File: src/rtl/stack_pkg.sv
// Shared constants, operation encoding and control-word layout for the hardware stack.
package stack_pkg;

    localparam int unsigned STK_DATA_WIDTH = 8;
    localparam int unsigned STK_ADDR_BITS  = 4;
    localparam int unsigned STK_DEPTH      = 15;

    // Bit positions of the stack controls inside the control-unit microcode word
    localparam int unsigned CW_PUSH     = 0;
    localparam int unsigned CW_POP      = 1;
    localparam int unsigned CW_SP_IN    = 2;
    localparam int unsigned CW_BP_IN    = 3;
    localparam int unsigned CW_SP_OUT   = 4;
    localparam int unsigned CW_BP_OUT   = 5;
    localparam int unsigned CW_TOP_OUT  = 6;
    localparam int unsigned CW_CLR_ERR  = 7;
    localparam int unsigned CW_WIDTH    = 8;

    typedef enum logic [2:0] {
        OP_IDLE    = 3'd0,
        OP_LOAD    = 3'd1,
        OP_PUSH    = 3'd2,
        OP_POP     = 3'd3,
        OP_REPLACE = 3'd4
    } stk_op_e;

    // SP load outranks push/pop; push with pop is a replace-top
    function automatic stk_op_e decode_op(input logic push, input logic pop, input logic sp_load);
        stk_op_e op;
        op = OP_IDLE;
        if (sp_load)
            op = OP_LOAD;
        else if (push && pop)
            op = OP_REPLACE;
        else if (push)
            op = OP_PUSH;
        else if (pop)
            op = OP_POP;
        return op;
    endfunction

endpackage

File: src/rtl/stack_mem.sv
// Stack storage: synchronous write port, combinational read port.
import stack_pkg::*;

module stack_mem #(
    parameter int unsigned DATA_WIDTH = STK_DATA_WIDTH,
    parameter int unsigned ADDR_BITS  = STK_ADDR_BITS,
    parameter int unsigned DEPTH      = STK_DEPTH
) (
    input  logic                  clk,
    input  logic                  wr_en,
    input  logic [ADDR_BITS-1:0]  wr_addr,
    input  logic [DATA_WIDTH-1:0] wr_data,
    input  logic [ADDR_BITS-1:0]  rd_addr,
    output logic [DATA_WIDTH-1:0] rd_data_c
);

    logic [DATA_WIDTH-1:0] mem [DEPTH];

    // Out-of-range addresses are dropped on write and read back as zero
    always_ff @(posedge clk) begin
        if (wr_en && (32'(wr_addr) < DEPTH))
            mem[wr_addr] <= wr_data;
    end

    always_comb begin
        rd_data_c = '0;
        if (32'(rd_addr) < DEPTH)
            rd_data_c = mem[rd_addr];
    end

endmodule

File: src/rtl/stack_unit.sv
// Hardware stack with SP/BP registers, sticky overflow/underflow flags and a one-hot bus driver.
import stack_pkg::*;

module stack_unit #(
    parameter int unsigned DATA_WIDTH = STK_DATA_WIDTH,
    parameter int unsigned ADDR_BITS  = STK_ADDR_BITS,
    parameter int unsigned DEPTH      = STK_DEPTH
) (
    input  logic                  clk,
    input  logic                  RESETn,
    input  logic [DATA_WIDTH-1:0] bus_in,
    input  logic                  push,
    input  logic                  pop,
    input  logic                  sp_in,
    input  logic                  bp_in,
    input  logic                  sp_out_en,
    input  logic                  bp_out_en,
    input  logic                  top_out_en,
    input  logic                  clear_err,
    output logic [DATA_WIDTH-1:0] bus_out,
    output logic [DATA_WIDTH-1:0] pop_data,
    output logic                  pop_valid,
    output logic [ADDR_BITS-1:0]  sp,
    output logic [ADDR_BITS-1:0]  bp,
    output logic                  full,
    output logic                  empty,
    output logic                  overflow,
    output logic                  underflow
);

    localparam logic [ADDR_BITS-1:0] DEPTH_A = ADDR_BITS'(DEPTH);

    generate
        if ((2 ** ADDR_BITS) < (DEPTH + 1)) begin : g_bad_params
            $error("stack_unit: ADDR_BITS too narrow to hold DEPTH");
        end
    endgenerate

    stk_op_e               op;
    logic [ADDR_BITS-1:0]  load_val;
    logic                  load_ok;
    logic [ADDR_BITS-1:0]  top_addr;
    logic [DATA_WIDTH-1:0] top_data;

    logic [ADDR_BITS-1:0]  sp_nxt;
    logic [ADDR_BITS-1:0]  bp_nxt;
    logic [DATA_WIDTH-1:0] pop_data_nxt;
    logic                  pop_valid_nxt;
    logic                  ovf_set;
    logic                  unf_set;
    logic                  mem_we;
    logic [ADDR_BITS-1:0]  mem_waddr;

    assign op       = decode_op(push, pop, sp_in);
    assign load_val = bus_in[ADDR_BITS-1:0];
    assign load_ok  = (load_val <= DEPTH_A);
    assign top_addr = sp - ADDR_BITS'(1);

    stack_mem #(
        .DATA_WIDTH (DATA_WIDTH),
        .ADDR_BITS  (ADDR_BITS),
        .DEPTH      (DEPTH)
    ) u_mem (
        .clk       (clk),
        .wr_en     (mem_we),
        .wr_addr   (mem_waddr),
        .wr_data   (bus_in),
        .rd_addr   (top_addr),
        .rd_data_c (top_data)
    );

    // Next-state for SP, pop result, memory write and error events
    always_comb begin
        sp_nxt        = sp;
        bp_nxt        = bp;
        pop_data_nxt  = pop_data;
        pop_valid_nxt = 1'b0;
        ovf_set       = 1'b0;
        unf_set       = 1'b0;
        mem_we        = 1'b0;
        mem_waddr     = sp;

        unique case (op)
            OP_LOAD: begin
                if (load_ok)
                    sp_nxt = load_val;
                else
                    ovf_set = 1'b1;
            end
            OP_PUSH: begin
                if (full) begin
                    ovf_set = 1'b1;
                end else begin
                    mem_we = 1'b1;
                    sp_nxt = sp + ADDR_BITS'(1);
                end
            end
            OP_POP: begin
                if (empty) begin
                    unf_set = 1'b1;
                end else begin
                    pop_data_nxt  = top_data;
                    pop_valid_nxt = 1'b1;
                    sp_nxt        = top_addr;
                end
            end
            OP_REPLACE: begin
                pop_valid_nxt = 1'b1;
                if (empty) begin
                    pop_data_nxt = bus_in;
                end else begin
                    pop_data_nxt = top_data;
                    mem_we       = 1'b1;
                    mem_waddr    = top_addr;
                end
            end
            default: ;
        endcase

        if (bp_in)
            bp_nxt = load_val;
    end

    always_ff @(posedge clk or negedge RESETn) begin
        if (!RESETn) begin
            sp        <= '0;
            bp        <= '0;
            pop_data  <= '0;
            pop_valid <= 1'b0;
            overflow  <= 1'b0;
            underflow <= 1'b0;
            full      <= 1'b0;
            empty     <= 1'b1;
        end else begin
            sp        <= sp_nxt;
            bp        <= bp_nxt;
            pop_data  <= pop_data_nxt;
            pop_valid <= pop_valid_nxt;
            // A fresh error wins over a simultaneous clear
            overflow  <= ovf_set | (overflow  & ~clear_err);
            underflow <= unf_set | (underflow & ~clear_err);
            full      <= (sp_nxt == DEPTH_A);
            empty     <= (sp_nxt == '0);
        end
    end

    // Bus driver: exactly one enable selects a source, anything else drives zero
    always_comb begin
        bus_out = '0;
        unique case ({top_out_en, sp_out_en, bp_out_en})
            3'b100:  bus_out = empty ? '0 : top_data;
            3'b010:  bus_out = DATA_WIDTH'(sp);
            3'b001:  bus_out = DATA_WIDTH'(bp);
            default: bus_out = '0;
        endcase
    end

endmodule

File: config.mk
export PLATFORM = sky130hd
export DESIGN_NAME = stack_unit
export DESIGN_NICKNAME = d
export VERILOG_FILES = /design/src/rtl/stack_pkg.sv /design/src/rtl/stack_mem.sv /design/src/rtl/stack_unit.sv
export SDC_FILE = /design/constraint.sdc
export NUM_CORES = 1
export LEC_CHECK = 0
export BUFFER_PORTS_ARGS = -buffer_cell sky130_fd_sc_hd__buf_4
export CAP_MARGIN = 20
export CORE_UTILIZATION = 25
export CTS_BUF_LIST = sky130_fd_sc_hd__clkbuf_4
export DETAILED_ROUTE_END_ITERATION = 6
export GPL_TIMING_DRIVEN = 1
export SKIP_CTS_REPAIR_TIMING = 1
export SYNTH_ARGS = -nofsm -noshare
export SYNTH_HDL_FRONTEND = slang
export SYNTH_SLANG_ARGS = --single-unit
File: constraint.sdc
create_clock -name clk -period 6.31 [get_ports clk]
set_clock_uncertainty 0.05 [all_clocks]
set_input_delay 1.5775 -clock clk [delete_from_list [all_inputs] [get_ports clk]]
set_output_delay 1.5775 -clock clk [all_outputs]
set_load 0.02 [all_outputs]
# Word level (Yosys, flattened, before mapping)
# Memories as Yosys holds them, arrays and structs flattened.
# Cells that the tools add are included.
[word_totals]
wordCells = 59
register_bits = 21
mem_count = 1
inputBits = 18
ram_bits = 120
output_inout_bits = 29
[memory_table]
columns = ["memory", "words", "word_bits", "rd", "rd_clocked_by_memory_dff", "wr", "line", "rtl"]
rows = [
  ["u_mem.mem", 15, 8, 1, 0, 1, "stack_mem.sv:17", "logic [DATA_WIDTH-1:0] mem [DEPTH];"],
]
[classes]
bitwise_logic = 5
n_addsub = 2
n_reduce_logical = 5
muxes = 26
n_lt_le_gt_ge = 3
n_eq_ne = 9
[op_table]
columns = ["op", "count"]
rows = [
  ["two-way mux 8 bit", 4],
  ["case mux 8 bit (3 select lines)", 1],
  ["two-way mux 4 bit", 4],
  ["case mux 8 bit (2 select lines)", 1],
  ["case mux 4 bit (3 select lines)", 1],
  ["== test 3 x 2 -> 1 bit, second input constant", 3],
  ["< comparator 4 bit, second input constant", 2],
  ["two-way mux 1 bit", 8],
  ["== test 3 x 1 -> 1 bit, second input constant", 2],
  ["== test 3 bit, second input constant", 2],
  ["two-way mux 3 bit", 2],
  ["case mux 1 bit (2 select lines)", 3],
  ["adder 4 x 1 -> 4 bit, second input constant", 1],
  ["== test 4 bit, second input constant", 1],
  ["<= comparator 4 bit, second input constant", 1],
  ["zero test 4 bit", 1],
  ["two-way mux 2 bit", 2],
  ["subtractor 4 x 1 -> 4 bit, second input constant", 1],
  ["AND 1 bit", 2],
  ["logical AND 1 bit", 2],
  ["!= test 2 bit, second input constant", 1],
  ["OR 1 bit", 2],
  ["AND reduction 2 bit", 1],
  ["nonzero test 2 bit", 1],
  ["inverter 1 bit", 1],
]

# Longest topological paths before layout
# Gate-level depths: netlist (run 1).
[depth]
depth_word = 10
mapped_depth = 12

# Modules after synthesis
# Synthesis (run 1) repeated with hierarchy kept, for this count alone.
[hier_totals]
hier_cells = 386
hier_area_um2 = 6067.1
[modules_own_cells]
columns = ["module", "n_inst", "area_each_um2", "cells_per_inst"]
rows = [
  ["stack_mem", 1, 4760.8, 252],
  ["stack_unit", 1, 1306.3, 134],
]

# Worst setup path after synthesis (run 1)
# Ideal clock, no wire load.
[synth_timing]
path_kind = "register -> output"
start = "reg sp[0]"
end = "out bus_out[1]"
arrival_ns = 2.937
setup_slack_ns = 1.745
t_required_ns = 4.682
path_buffers = 6
path_stages_with_launch = 13
cell_sequence = "dfrtp_1 -> buf_6 -> buf_12 -> buf_2 -> inv_1 -> ha_1 -> buf_2 -> buf_2 -> clkbuf_1 -> nor2_1 -> a21oi_1 -> a221oi_2 -> o22ai_1"
[synth_via]
elab_chain_len = 5
[synth_lines]
columns = ["item", "line", "rtl"]
rows = [
  ["start: declaration", "stack_unit.sv:23", "output logic [ADDR_BITS-1:0] sp,"],
  ["start signal: assignment", "stack_unit.sv:135", "sp <= sp_nxt;"],
  ["subtractor 4 x 1 -> 4 bit *", "stack_unit.sv:57", "assign top_addr = sp - ADDR_BITS'(1);"],
  ["memory read (15 x 8 bit) / < comparator 4 bit (equally long branches)", "n/a", ""],
  ["two-way mux 8 bit *", "stack_mem.sv:27", "if (32'(rd_addr) < DEPTH)"],
  ["two-way mux 8 bit *", "stack_unit.sv:151", "3'b100: bus_out = empty ? '0 : top_data;"],
  ["case mux 8 bit (3 select lines) *", "stack_unit.sv:150", "unique case ({top_out_en, sp_out_en, bp_out_en})"],
  ["end: declaration", "stack_unit.sv:20", "output logic [DATA_WIDTH-1:0] bus_out,"],
]
# Mark *: on every way between the ends. The rest lies on a longest branch, timed or not.

# Worst setup path after layout (run 1)
[layout_timing]
start = "reg sp[1]"
end = "out bus_out[0]"
# Same word-level chain as after synthesis.

==> results of run 1 <==
==> synth_stat cells (all sizes together), types with 5 or more instances <==
library cell  number  area [sq um]
mux2i             15           150
inv               14          52.6
nor2b             16           100
a221oi             8           108
nand2b             5          31.3
a22oi              8          60.1
nand3b             6          45.0
nor3               6          41.3
a21oi             12          60.1
mux2              11           124
buf               12           103
ha                 6          75.1
clkbuf            10          37.5
o21ai             16          80.1
o22ai              5          31.3
dfrtp             20           500
mux4              23           567
nor2              38           148
edfxtp           120          3600
nand2             11          41.3
==> cell families (layout without fill, tap and decap cells) <==
kind of cell,after synthesis,in the layout
flops,141,141
simple gates,98,98
compound gates,75,75
mux,49,49
buf+inv,36,95
fa+ha+maj,6,6
xor+xnor,5,5
==> power breakdown <==
group          internal [mW]  total, mW  switching (mW)
Clock                  0.169      0.474           0.304
Combinational          0.259      0.607           0.347
Sequential              1.06       1.11          0.0469
==> worst paths after layout <==
kind,start,end,slack (ns),depth (start not counted)
worst max-delay path,sp[1],bus_out[0],1.07,8
worst min-delay path,pop_data[5],pop_data[5],0.48,2
worst max register to register,sp[1],u_mem.mem[9][2],2.71,8
worst min register to register,pop_data[5],pop_data[5],0.48,2
max in group asynchronous,RESETn,empty,5.04,1
min in group asynchronous,RESETn,pop_data[2],0.87,1
==> layout make-up <==
cell class | count | area [sq um] | share of cell area, %
clock buffer | 22 | 165 | 2.28
clock inverter | 9 | 48.8 | 0.675
inverter | 14 | 52.6 | 0.727
multi-input combinational | 233 | 2030 | 28.1
sequential | 141 | 4130 | 57.1
tap | 324 | 405 | 5.61
timing repair buffer | 50 | 395 | 5.47
==> worst reg2reg max path, stage by stage (launching register included) <==
cell and delay (ns):
dfrtp_1 0.63, inv_1 0.17, ha_1 0.67, buf_16 0.22
buf_4 0.25, nand2_1 0.10, nor2_1 0.11, o21ai_0 0.26
nor2_1 0.77
==> through the flow <==
step	hold WS [ns]	utilization [%]
final	0.485	29.4
after global routing	0.508	29.4
after CTS	0.491	29.3
after detailed placement	0.464	28.4
after global placement	0.445	28.4
after floorplan	0.549	-
==> routing by layer <==
metal / GRT usage, % / vias to the layer above
li1: - / 1702
met1: 15.7 / 1973
met2: 18.8 / 131
met3: 3.26 / 21
met4: 3.82 / 0
met5: 0 / -
==> state kept, by name, indices dropped and copies added, names as in the netlist <==
register   cells
bp             4
empty          1
full           1
overflow       1
pop_data       8
pop_valid      1
sp             4
u_mem.mem    120
underflow      1
==> run_results.csv, run 1 <==
group,metric,value,unit
synth,synth_xor_area_share,0.807,%
placement,routabilityCongestion,0.866,
placement,dp_cells,761,
placement,io_buffers,46,
placement,dp_slack,1.38,ns
grt,grt_pass1_wl,23000,um
setup_path,crit_family,"adder cells",
job,cap_viol_max_count,0,
synth,yosys_register_bits,141,
timing,final.setup.tns,0,ns
setup_path,worstPathArrival,3.62,ns
route,drt_iter0_markers,379,
layout,num_antenna_cells,0,
floorplanning,std_cell_rows,57,
synth,synthSimpleGateAreaFrac,8.17,%
placement,place_area,0.00699,sq mm
outcome,outcome,"complete, no violations",
grt,grt_pass1_vias,3853,
setup_path,critPathBufInv,3,
layout,final_nets,481,
setup_path,crit_required,4.68,ns
timing,hold_viol_final,0,
route,first_pass_iters,5,
clock_network,clk_pin_slew,0.10,ns
route,drtAntennaViolNets,0,
layout,drive_above_1_share,24.1,%
grt,antenna_found_initial,0,
clock_network,numCtsBuffers,17,
route,avgRoutedWirePerCell,18.8,um
clock_network,clk-insertion-delay-late,0.54,ns
synth,ys_warn_count,0,
setup_path,end_kind,"primary output",
synth,synth_compound_area_share,8.60,%
synth,synth_seq_area_share,65.0,%
clock_network,cts_tree,"yes",
placement,hpwl,9910,um
grt,grt_max_degree,50,
floorplanning,die_h,161,um
route,totalWireLength,14900,um
layout,layout_common_cells,"edfxtp_1, buf_4, nor2_1",
clock_network,cts.sinks,141,
synth,synth_edf_count,120,
floorplanning,start_util,25.8,%
clock_network,h-tree-depth,4,
pwr,max-vdd-ir-drop,0.136,mV
setup_path,slowest_stage,"ha_1",
clock_network,clockBufferDepth,2,
pwr,p_per_area,302,mW/mm^2
floorplanning,core_area,0.0246,sq mm
route,wl_met2,6970,um
grt,grt.total_usage,11.9,%
timing,setup_violations,0,
route,vias,3827,
timing,worstMarginPinSlew,0.921,ns
layout,layout_commonest_cell,"edfxtp_1",
layout,final_cell_area,0.00723,sq mm
timing,fmax,191,MHz
clock_network,root_buffer,"clkbuf_4",
synth,postSynthCellCount,410,
synth,synth_cell_type_count,55,
floorplanning,io_pins,47,
synth,syn_avg_cell_area,15.5,sq um
layout,fill_cells,2444,
setup_path,cp-start-kind,"flop",
layout,area_growth,13.8,%
timing,slew_viol_final,0,
pwr,power,2.19,mW
synth,syn_area,0.00636,sq mm
layout,final_cells,793,
timing,rsz0062_at_grt,"no",
hold_path,min_path_type,"reg -> reg",
floorplanning,die_x,161,um
timing,period_minus_slack,5.24,ns
floorplanning,dieArea,0.0261,sq mm
timing,fin_ws,1.07,ns
synth,synthAdderAreaFrac,1.18,%
synth,syn-num-nets,434,
setup_path,crit_type,"reg -> out",
timing,period_share,83.1,%
setup_path,crit_chain,"inv_1 -> ha_1 -> buf_16 -> mux4_2 -> mux2_2 -> a221oi_2 -> o22ai_1 -> buf_4",
setup_path,slowest_delay,0.67,ns
synth,synth_ff_type,"edfxtp_1",
route,post-route-drc-count,0,
synth,synth_mux_area_share,13.2,%
synth,synth_top_family_by_area,"multiplexers",
pwr,leakage,2.47,nW
grt,grt_overflow,0,
route,top_layer,"met4",
route,drt-vias-per-instance,4.83,
setup_path,cp_max_fo,13,
route,wl_met1,6740,um
route,route.met3.wl,953,um
synth,postSynth.asyncResetShare,14.9,%
timing,relSlewSlack,38.3,%
(Power assumes the default switching activity.)
==> run 2: changes to the inputs <==
clock period = 5.3 ns   (was 6.31 ns; I/O delays follow)
==> run_results.csv, run 2 (synthesized netlist as in run 1, its figures left out) <==
group,metric,value,unit
setup_path,slowest_delay,0.69,ns
setup_path,slowest_stage,"xnor2_1",
setup_path,rr_worst_depth,7,
pwr,max-vdd-ir-drop,0.184,mV
layout,largest_register_ffs,120,
layout,area_growth,14.2,%
setup_path,worstPathArrival,3.56,ns
grt,grt.total_usage,11.9,%
layout,drive_above_1_share,24.1,%
grt,antenna_found_initial,0,
timing,hold_viol_final,0,
setup_path,crit_cells,8,
layout,layout_common_cells,"edfxtp_1, buf_4, nor2_1",
timing,period_share,93.2,%
setup_path,crit_family,"XOR/XNOR gates",
floorplanning,core_area,0.0246,sq mm
route,drtAntennaViolNets,0,
timing,period_minus_slack,4.94,ns
layout,layout_commonest_cell,"edfxtp_1",
layout,reg.largest.list,"u_mem.mem x120, pop_data x8",
grt,grt_overflow,0,
timing,relSlewSlack,34.5,%
floorplanning,std_cell_rows,57,
pwr,leakage,2.48,nW
floorplanning,die_h,161,um
floorplanning,dieArea,0.0261,sq mm
setup_path,critPathBufInv,3,
timing,final.setup.tns,0,ns
setup_path,crit_chain,"inv_1 -> ha_1 -> xnor2_1 -> buf_4 -> mux2_2 -> o21ai_1 -> nor3_1 -> buf_4",
clock_network,clockBufferDepth,2,
pwr,p_per_area,370,mW/mm^2
clock_network,clk-insertion-delay-late,0.53,ns
placement,routabilityCongestion,0.833,
timing,setup_violations,0,
timing,fin_ws,0.362,ns
setup_path,cp-start-kind,"flop",
grt,grt_pass1_vias,3689,
layout,fill_cells,2450,
timing,slew_viol_final,0,
clock_network,root_buffer,"clkbuf_4",
clock_network,numCtsBuffers,17,
layout,final_nets,480,
setup_path,cp_max_fo,11,
timing,fmax,203,MHz
placement,dp_slack,0.636,ns
timing,rsz0062_at_grt,"no",
pwr,power,2.68,mW
floorplanning,io_pins,47,
setup_path,end_kind,"primary output",
clock_network,clk_pin_slew,0.11,ns
grt,grt_pass1_wl,22700,um
setup_path,reg2reg_slack,1.86,ns
hold_path,min_path_type,"reg -> reg",
hold_path,min_path_cells,2,
setup_path,cpMostUsedCell,"buf_4",
route,avgRoutedWirePerCell,18.9,um
layout,top_register,"u_mem.mem",
route,vias,3785,
layout,num_antenna_cells,0,
floorplanning,die_x,161,um
floorplanning,start_util,25.8,%
outcome,outcome,"complete, no violations",
route,post-route-drc-count,0,
route,totalWireLength,15000,um
placement,io_buffers,46,
setup_path,crit_type,"reg -> out",
job,cap_viol_max_count,0,
route,first_pass_iters,5,
timing,worstMarginPinSlew,0.979,ns
route,drt-vias-per-instance,4.78,
clock_network,h-tree-depth,4,
setup_path,crit_required,3.92,ns
placement,hpwl,10000,um
clock_network,cts.sinks,141,
route,drt_iter0_markers,393,
grt,grt_max_degree,50,
clock_network,cts_tree,"yes",
==> run 2: changes by cell type in the layout (fill, tap and decap cells not counted), sizes merged <==
cell	before	now
buf	50	49
inv	14	15
clkinvlp	2	1
clkinv	7	8
bufinv	0	2
clkbuf	22	19
==> run 2: through the flow <==
step	std cells	hold WS, ns	cell area [sq um]	util (%)
3_3_place_gp	761	0.444	6990	28.4
4_1_cts	792	0.473	7260	29.5
2_1_floorplan	410	0.549	6360	-
3_5_place_dp	761	0.447	6990	28.4
6_report	792	0.469	7260	29.5
5_1_grt	792	0.496	7260	29.5
==> run 2: worst paths after layout <==
check,start,to
setup / recovery,sp[1],bus_out[5]
hold / removal,pop_data[5],pop_data[5]
setup reg to reg,sp[1],u_mem.mem[9][2]
hold reg to reg,pop_data[5],pop_data[5]
max in group asynchronous,RESETn,empty
min in group asynchronous,RESETn,pop_data[7]
==> run 2: area by class of cell <==
| cell class | instances | area [sq um] | share of cell area [%] |
|---|---|---|---|
| clock inverter | 12 | 123 | 1.69 |
| timing repair buffer | 49 | 368 | 5.07 |
| inverter | 14 | 52.6 | 0.724 |
| sequential | 141 | 4130 | 56.9 |
| clock buffer | 19 | 143 | 1.97 |
| tap | 324 | 405 | 5.59 |
| multi-input combinational | 233 | 2040 | 28.0 |
==> run 2: worst reg2reg max path: cells and delay by family, from the launching register on <==
| family | cells | cell delay, ns |
|---|---|---|
| AOI/OAI and AO/OA | 1 | 0.23 |
| adders and majority gates | 1 | 0.77 |
| buffers and inverters | 2 | 0.51 |
| DFF | 1 | 0.60 |
| and+or+nand+nor | 3 | 0.92 |
==> run 2: power by group <==
group          total, mW  internal [mW]  switching, mW
Clock              0.660          0.284          0.376
Sequential          1.32           1.26         0.0551
Combinational      0.709          0.298          0.411
Total               2.68           1.84          0.842
==> run 2: layer usage <==
layer | wire length, um | share of wire, % | track usage, % | up-vias
met2 | 7060 | 47 | 18.4 | 147
li1 | - | - | - | 1714
met1 | 6660 | 44 | 16.0 | 1911
met5 | 0 | 0 | 0 | -
met4 | 148 | 0.99 | 3.00 | 0
met3 | 1100 | 7.3 | 3.67 | 13
